## src/rtl/fifo_burst_ctrl.sv

```systemverilog
// FIFO sequencer: non-stalling write path with overflow counting,
// burst read path with timeout-driven partial flush.
module fifo_burst_ctrl #(
   parameter int DW        = 8,
   parameter int AW        = 8,
   parameter int BURST_LEN = 16,
   parameter int TIMEOUT   = 64
) (
   input  logic          sys_clk,
   input  logic          sys_rst_n,
   input  logic          in_valid,
   input  logic [DW-1:0] in_data,
   input  logic          sink_ready,
   input  logic          fifo_full,
   input  logic          fifo_empty,
   input  logic [AW-1:0] fifo_usedw,
   input  logic [DW-1:0] fifo_po_data,
   output logic          fifo_wr_reg,
   output logic [DW-1:0] fifo_pi_data,
   output logic          fifo_rd_reg,
   output logic          out_valid,
   output logic [DW-1:0] out_data,
   output logic          out_last,
   output logic          busy,
   output logic [15:0]   drop_cnt
);

   localparam int TW = $clog2(TIMEOUT + 1);
   localparam logic [AW:0]   FULL_OCC = {1'b1, {AW{1'b0}}};
   localparam logic [AW:0]   BLEN     = (AW+1)'(BURST_LEN);
   localparam logic [TW-1:0] TMAX     = TW'(TIMEOUT);

   typedef enum logic [1:0] {
      IDLE,
      READ,
      TAIL
   } state_t;

   state_t        state;
   logic [AW:0]   occ;
   logic [AW:0]   len;
   logic [AW:0]   rd_cnt;
   logic [TW-1:0] tmo_cnt;
   logic          rd_last;

   // usedw wraps to 0 when full, so full alone stands for 2**AW
   assign occ = fifo_full ? FULL_OCC : {1'b0, fifo_usedw};

   assign fifo_wr_reg  = in_valid & ~fifo_full & sys_rst_n;
   assign fifo_pi_data = in_data;
   assign out_data     = fifo_po_data;

   assign rd_last = (state == READ) && (rd_cnt == len - (AW+1)'(1));

   always_ff @(posedge sys_clk) begin
      if (!sys_rst_n) begin
         state       <= IDLE;
         fifo_rd_reg <= 1'b0;
         out_valid   <= 1'b0;
         out_last    <= 1'b0;
         busy        <= 1'b0;
         tmo_cnt     <= '0;
         rd_cnt      <= '0;
         len         <= '0;
      end else begin
         out_valid <= fifo_rd_reg;
         out_last  <= rd_last;
         unique case (state)
            IDLE: begin
               if (fifo_empty || fifo_wr_reg)
                  tmo_cnt <= '0;
               else if (tmo_cnt != TMAX)
                  tmo_cnt <= tmo_cnt + TW'(1);
               if (sink_ready && occ >= BLEN) begin
                  state       <= READ;
                  len         <= BLEN;
                  rd_cnt      <= '0;
                  fifo_rd_reg <= 1'b1;
                  busy        <= 1'b1;
               end else if (sink_ready && tmo_cnt == TMAX
                            && !fifo_empty) begin
                  state       <= READ;
                  len         <= occ;
                  rd_cnt      <= '0;
                  fifo_rd_reg <= 1'b1;
                  busy        <= 1'b1;
               end
            end
            READ: begin
               tmo_cnt <= '0;
               if (rd_last) begin
                  state       <= TAIL;
                  fifo_rd_reg <= 1'b0;
               end else begin
                  rd_cnt <= rd_cnt + (AW+1)'(1);
               end
            end
            TAIL: begin
               state   <= IDLE;
               busy    <= 1'b0;
               tmo_cnt <= '0;
            end
            default: state <= IDLE;
         endcase
      end
   end

   always_ff @(posedge sys_clk) begin
      if (!sys_rst_n)
         drop_cnt <= '0;
      else if (in_valid && fifo_full && drop_cnt != 16'hFFFF)
         drop_cnt <= drop_cnt + 16'd1;
   end

endmodule
```

## config.mk

```make
export PLATFORM = sky130hd
export DESIGN_NAME = fifo_burst_ctrl
export DESIGN_NICKNAME = d
export VERILOG_FILES = /design/src/rtl/fifo_burst_ctrl.sv
export SDC_FILE = /design/constraint.sdc
export NUM_CORES = 1
export LEC_CHECK = 0
export CAP_MARGIN = 20
export CORE_ASPECT_RATIO = 1.1
export CORE_UTILIZATION = 30
export CTS_BUF_LIST = sky130_fd_sc_hd__clkbuf_16
export DETAILED_ROUTE_END_ITERATION = 8
export GPL_ROUTABILITY_DRIVEN = 0
export GPL_TIMING_DRIVEN = 0
export MAX_ROUTING_LAYER = met4
export PLACE_DENSITY = 0.61
export SYNTH_ARGS = -nofsm -noshare
export SYNTH_HDL_FRONTEND = slang
export SYNTH_SLANG_ARGS = --single-unit
```

## constraint.sdc

```tcl
create_clock -name sys_clk -period 6.2 [get_ports sys_clk]
set_input_delay 1.55 -clock sys_clk [delete_from_list [all_inputs] [get_ports sys_clk]]
set_output_delay 1.55 -clock sys_clk [all_outputs]
set_load 0.01 [all_outputs]
```

# Word-level counts from Yosys, hierarchy flattened
# Cells that the tools add are included.
# word_totals
reg_bits	47
out_inout_bits	37
# op_classes
add_sub_neg	4
order_cmp	1
eq_ne	10
muxes	19
n_bitwise	3
reduce_logical	20
# op_table
cell	n
$mux W9	6
$pmux W9 S2	1
$add A16 B1 Y16 const B	1
$ne A16 B16 Y1 const B	1
$mux W7	2
$pmux W7 S2	1
$add A9 B1 Y9 const B	1
$eq A9 B9 Y1	1
$ge A9 B5 Y1 const B	1
$sub A9 B1 Y9 const B	1
$reduce_and A2 Y1	4
$reduce_bool A2 Y1	4
$add A7 B1 Y7 const B	1
$eq A7 B7 Y1 const B	1
$ne A7 B7 Y1 const B	1
$logic_and A1 B1 Y1	6
$mux W2	3
$ne A3 B3 Y1 const B	2
$reduce_and A3 Y1	2
$ne A2 B2 Y1 const B	2
$pmux W1 S2	2
$pmux W2 S2	1
$mux W1	3
$and A1 B1 Y1	2
7 further kinds	7

# Logic depth before layout (Yosys ltp)
# logic_depth
depth_word	6
ltp_mapped	12
mapped_depth_nobuf	9

# Worst setup path after synthesis
# No wires, ideal clock.
# synth_path
path_type	input to output
from	input sys_rst_n
to	output fifo_wr_reg
arrival_ps	1838
t_required_ps	4650
slack_ps	2812
path_stages	2
path_buffers	0
cell_sequence	nand2_1 nor2_1
# synth_between
elab_chain_cells	1
# synth_rtl
element	line	rtl
start: declaration	10	input logic sys_rst_n,
$and A1 B1 Y1	49	assign fifo_wr_reg = in_valid & ~fifo_full & sys_rst_n;
end: declaration	18	output logic fifo_wr_reg,
# No other way between the ends.

# Worst setup path in the final report
# Same ends and word-level chain as after synthesis.

==> metrics <==
# Post-CTS Setup Buffers=0; Biggest register=drop_cnt; Cell Pwr Density=212 mW/mm^2; period utilisation layout=74.9%; vias in the first global route=2202; number of flip-flops in the largest register=16; CTS tree=built; initial DRC count=146; H-tree depth=2; dpl hpwl=between 4000 and 5000 microns; total power=723 uW; DR pass1 iterations=4; Crit Path Max Fanout=8; critical path class=input port to primary output; relative max-transition margin=44.5%; leakage power=0.00124 uW; DR vias=2396; Hold Crit Class=flip-flop to flip-flop; critical path data required time=roughly 4.7 ns; count leader, synth=dfxtp_1; Synth Register Bits=47; crit start category=input port; Post-synth EDFFs=0; logic gate share of total power=14.9%; TritonCTS Buffers=5; met3 WL post-DR=195 microns; Routed met2 length=between 2000 and 3000 microns; WL per Instance=between 10 and 15 microns; largest net degree at the start of global routing=15; top-area cell type share of the netlist area=between 30 and 40%; async set-reset flop share out of synthesis=0%; CTS clock-pin slew for the worst setup and hold paths=~0.060 ns; Worst-Margin Slew=0.821 ns; Initial Util=a little under a third; fin nets=421; Switching Fraction=24.0%; Mapped Area=0.00260 sq mm; Die X=90.8 microns; FF+latch area=around 940 sq um; CTS resizes=0; TritonCTS Sinks=47; root buf cell=clkbuf_16; Final ANT Viol Nets=0; clock buffer depth=2; Final Skew=0.00500 ns; share of cells above drive strength 1=8.33%; max-cap violations=0; Final Max Slew Viols=0; area grow syn2layout=30.8%; number of fill cells=885; met1 WL=between 2000 and 3000 microns; delay-heaviest family, CP=buffers and inverters; first-pass GRT wire length=10100 microns; syn_area_per_cell=7.99 sq um; Cell Chain, Critical Path=clkdlybuf4s50_1 > nand2_1 > nor2_1 > clkdlybuf4s50_1; # IOs=67; chip height=about 100 microns; die footprint=0.00906 sq mm; TNS Setup=0 ns; # setup viols final=0; Int Pwr=~550 uW; grt ovf=0; sequential share of the synthesized area=~36%; Synth area leaders=dfxtp_1 (36%), nor2_1 (5.9%), xnor2_1 (5.0%); hold buffers post-CTS=0; Post-Route WL=6020 microns; top sig layer=met4; cell taking the most area after synthesis=dfxtp_1; Mapped Nets=approximately 360; most frequent cells after synthesis=dfxtp_1 (47), nor2_1 (41), a21oi_1 (23), nand2_1 (23), buf_4 (17); global-route total usage across every layer=14.0%; part of the power in registers=a little over two fifths; Post-route DRC=0; CP arrival=3.09 ns; Clock Power Share=41.4%; flop2flop setup slack=3.24 ns; Worst VDD drop=0.000151 V; sw power=around 170 uW; non-filler instance count after layout=495; Final Hold Viols=0; top_reg_cell synth=dfxtp_1; status=completed; RSZ-0062 raised after global routing=no; Clk Latency, worst-skew pair=0.28 ns; Synth cell types=45; WP buf/inv=2; row count=35; top flop regs=drop_cnt: 16 flops, len: 9 flops, rd_cnt: 9 flops; n_diodes=0; CP max stage cell=clkdlybuf4s50_1; Largest stage delay, worst path=approximately 0.64 ns; minimum clock period=around 4.6 ns; area of the multi-input gates=0.00143 sq mm; yosys warns=0; Mapped Cells=326; Vias/cell=~4.8; antenna violations before repair=0; area of the core=0.00841 sq mm; fmax=roughly 0.22 GHz; kind of end point of the critical path=primary output; fin util=40.5%; placed cells=approximately 490; number of port buffers=50; most used cell, CP=clkdlybuf4s50_1
placed cells by master, fill, tap and decap left out, types with 2 or more instances in the layout:
| cell type | instances |
|---|---|
| o21bai_1 | 3 |
| nand3_1 | 13 |
| nand2b_1 | 3 |
| mux2i_1 | 2 |
| nand4_1 | 10 |
| nor4_1 | 3 |
| clkdlybuf4s50_1 | 50 |
| dfxtp_1 | 47 |
| inv_1 | 16 |
| a211oi_1 | 3 |
| o21ai_1 | 12 |
| nor2_1 | 41 |
| o211ai_1 | 2 |
| o21ai_0 | 7 |
| and3_1 | 7 |
| nand2_1 | 23 |
| o31ai_1 | 3 |
| buf_2 | 2 |
| xnor2_1 | 15 |
| buf_4 | 17 |
| a31o_1 | 2 |
| clkbuf_1 | 9 |
| or4_1 | 5 |
| or3_1 | 11 |
| ha_1 | 8 |
| o41ai_1 | 2 |
| clkbuf_16 | 5 |
| a21oi_1 | 23 |
| nor3_1 | 6 |
| and2_1 | 5 |
| xor2_1 | 10 |
per-layer routing:
layer | track usage, % | vias to the layer above
met3 | 2.14 | 8
met5 | - | -
met4 | 5.01 | 0
li1 | - | 1237
met2 | 23.4 | 46
met1 | 17.2 | 1105
worst register-to-register path, cell delays in order, from the launching register on:
cell       delay (ns)
dfxtp_1          0.31
clkbuf_1         0.31
inv_1            0.08
ha_1             0.20
clkbuf_1         0.22
xnor2_1          0.20
nor2_1           0.06
o31ai_1          0.36
o2111ai_1        0.27
o21ai_2          0.37
buf_4            0.25
nor4_1           0.06
a31o_1           0.19
per-stage QoR:
| stage | hold WS, ns | setup WS, ns | area, sq um |
|---|---|---|---|
| 2_1_floorplan | 0.465 | 2.81 | 2610 |
| 3_3_place_gp | 0.483 | 1.51 | 3240 |
| 3_5_place_dp | 0.488 | 1.54 | 3240 |
| 4_1_cts | 0.499 | 1.53 | 3410 |
| 5_1_grt | 0.522 | 1.39 | 3410 |
| 6_report | 0.498 | 1.56 | 3410 |
kinds of logic after synthesis:
kind of cell               Yosys count  share of synthesized area (%)
and+or+nand+nor                    135                           26.6
xor gates and xnor gates            25                           8.41
muxes                                3                           1.20
buffers and inverters               45                           9.03
adders and majority gates            8                           3.84
AOI/OAI and AO/OA                   63                           14.8
DFF                                 47                           36.1
power groups by stage:
stage	clock [uW]	sequential, uW	combinational, uW
2_1_floorplan	0	322	66.3
3_3_place_gp	0	323	106
3_5_place_dp	0	322	108
4_1_cts	305	316	109
5_1_grt	318	317	120
6_report	300	316	108
path summary, 6_finish.rpt:
check	end	cells past startpoint	from
max reg2reg	rd_cnt[0]	12	len[0]
min reg2reg	drop_cnt[11]	2	drop_cnt[11]
min	drop_cnt[11]	2	drop_cnt[11]
max	fifo_wr_reg	4	sys_rst_n
final cells by class:
class | instances | share of cell area (%)
multi-input cells | 234 | 41.9
flip-flops and latches | 47 | 27.6
repair buffers | 50 | 14.7
plain buffers | 29 | 5.14
well taps | 111 | 4.07
clock buffers | 5 | 3.67
inverters | 16 | 1.76
clock inverters | 3 | 1.14
Note: power is estimated with default switching activity, not from simulation.
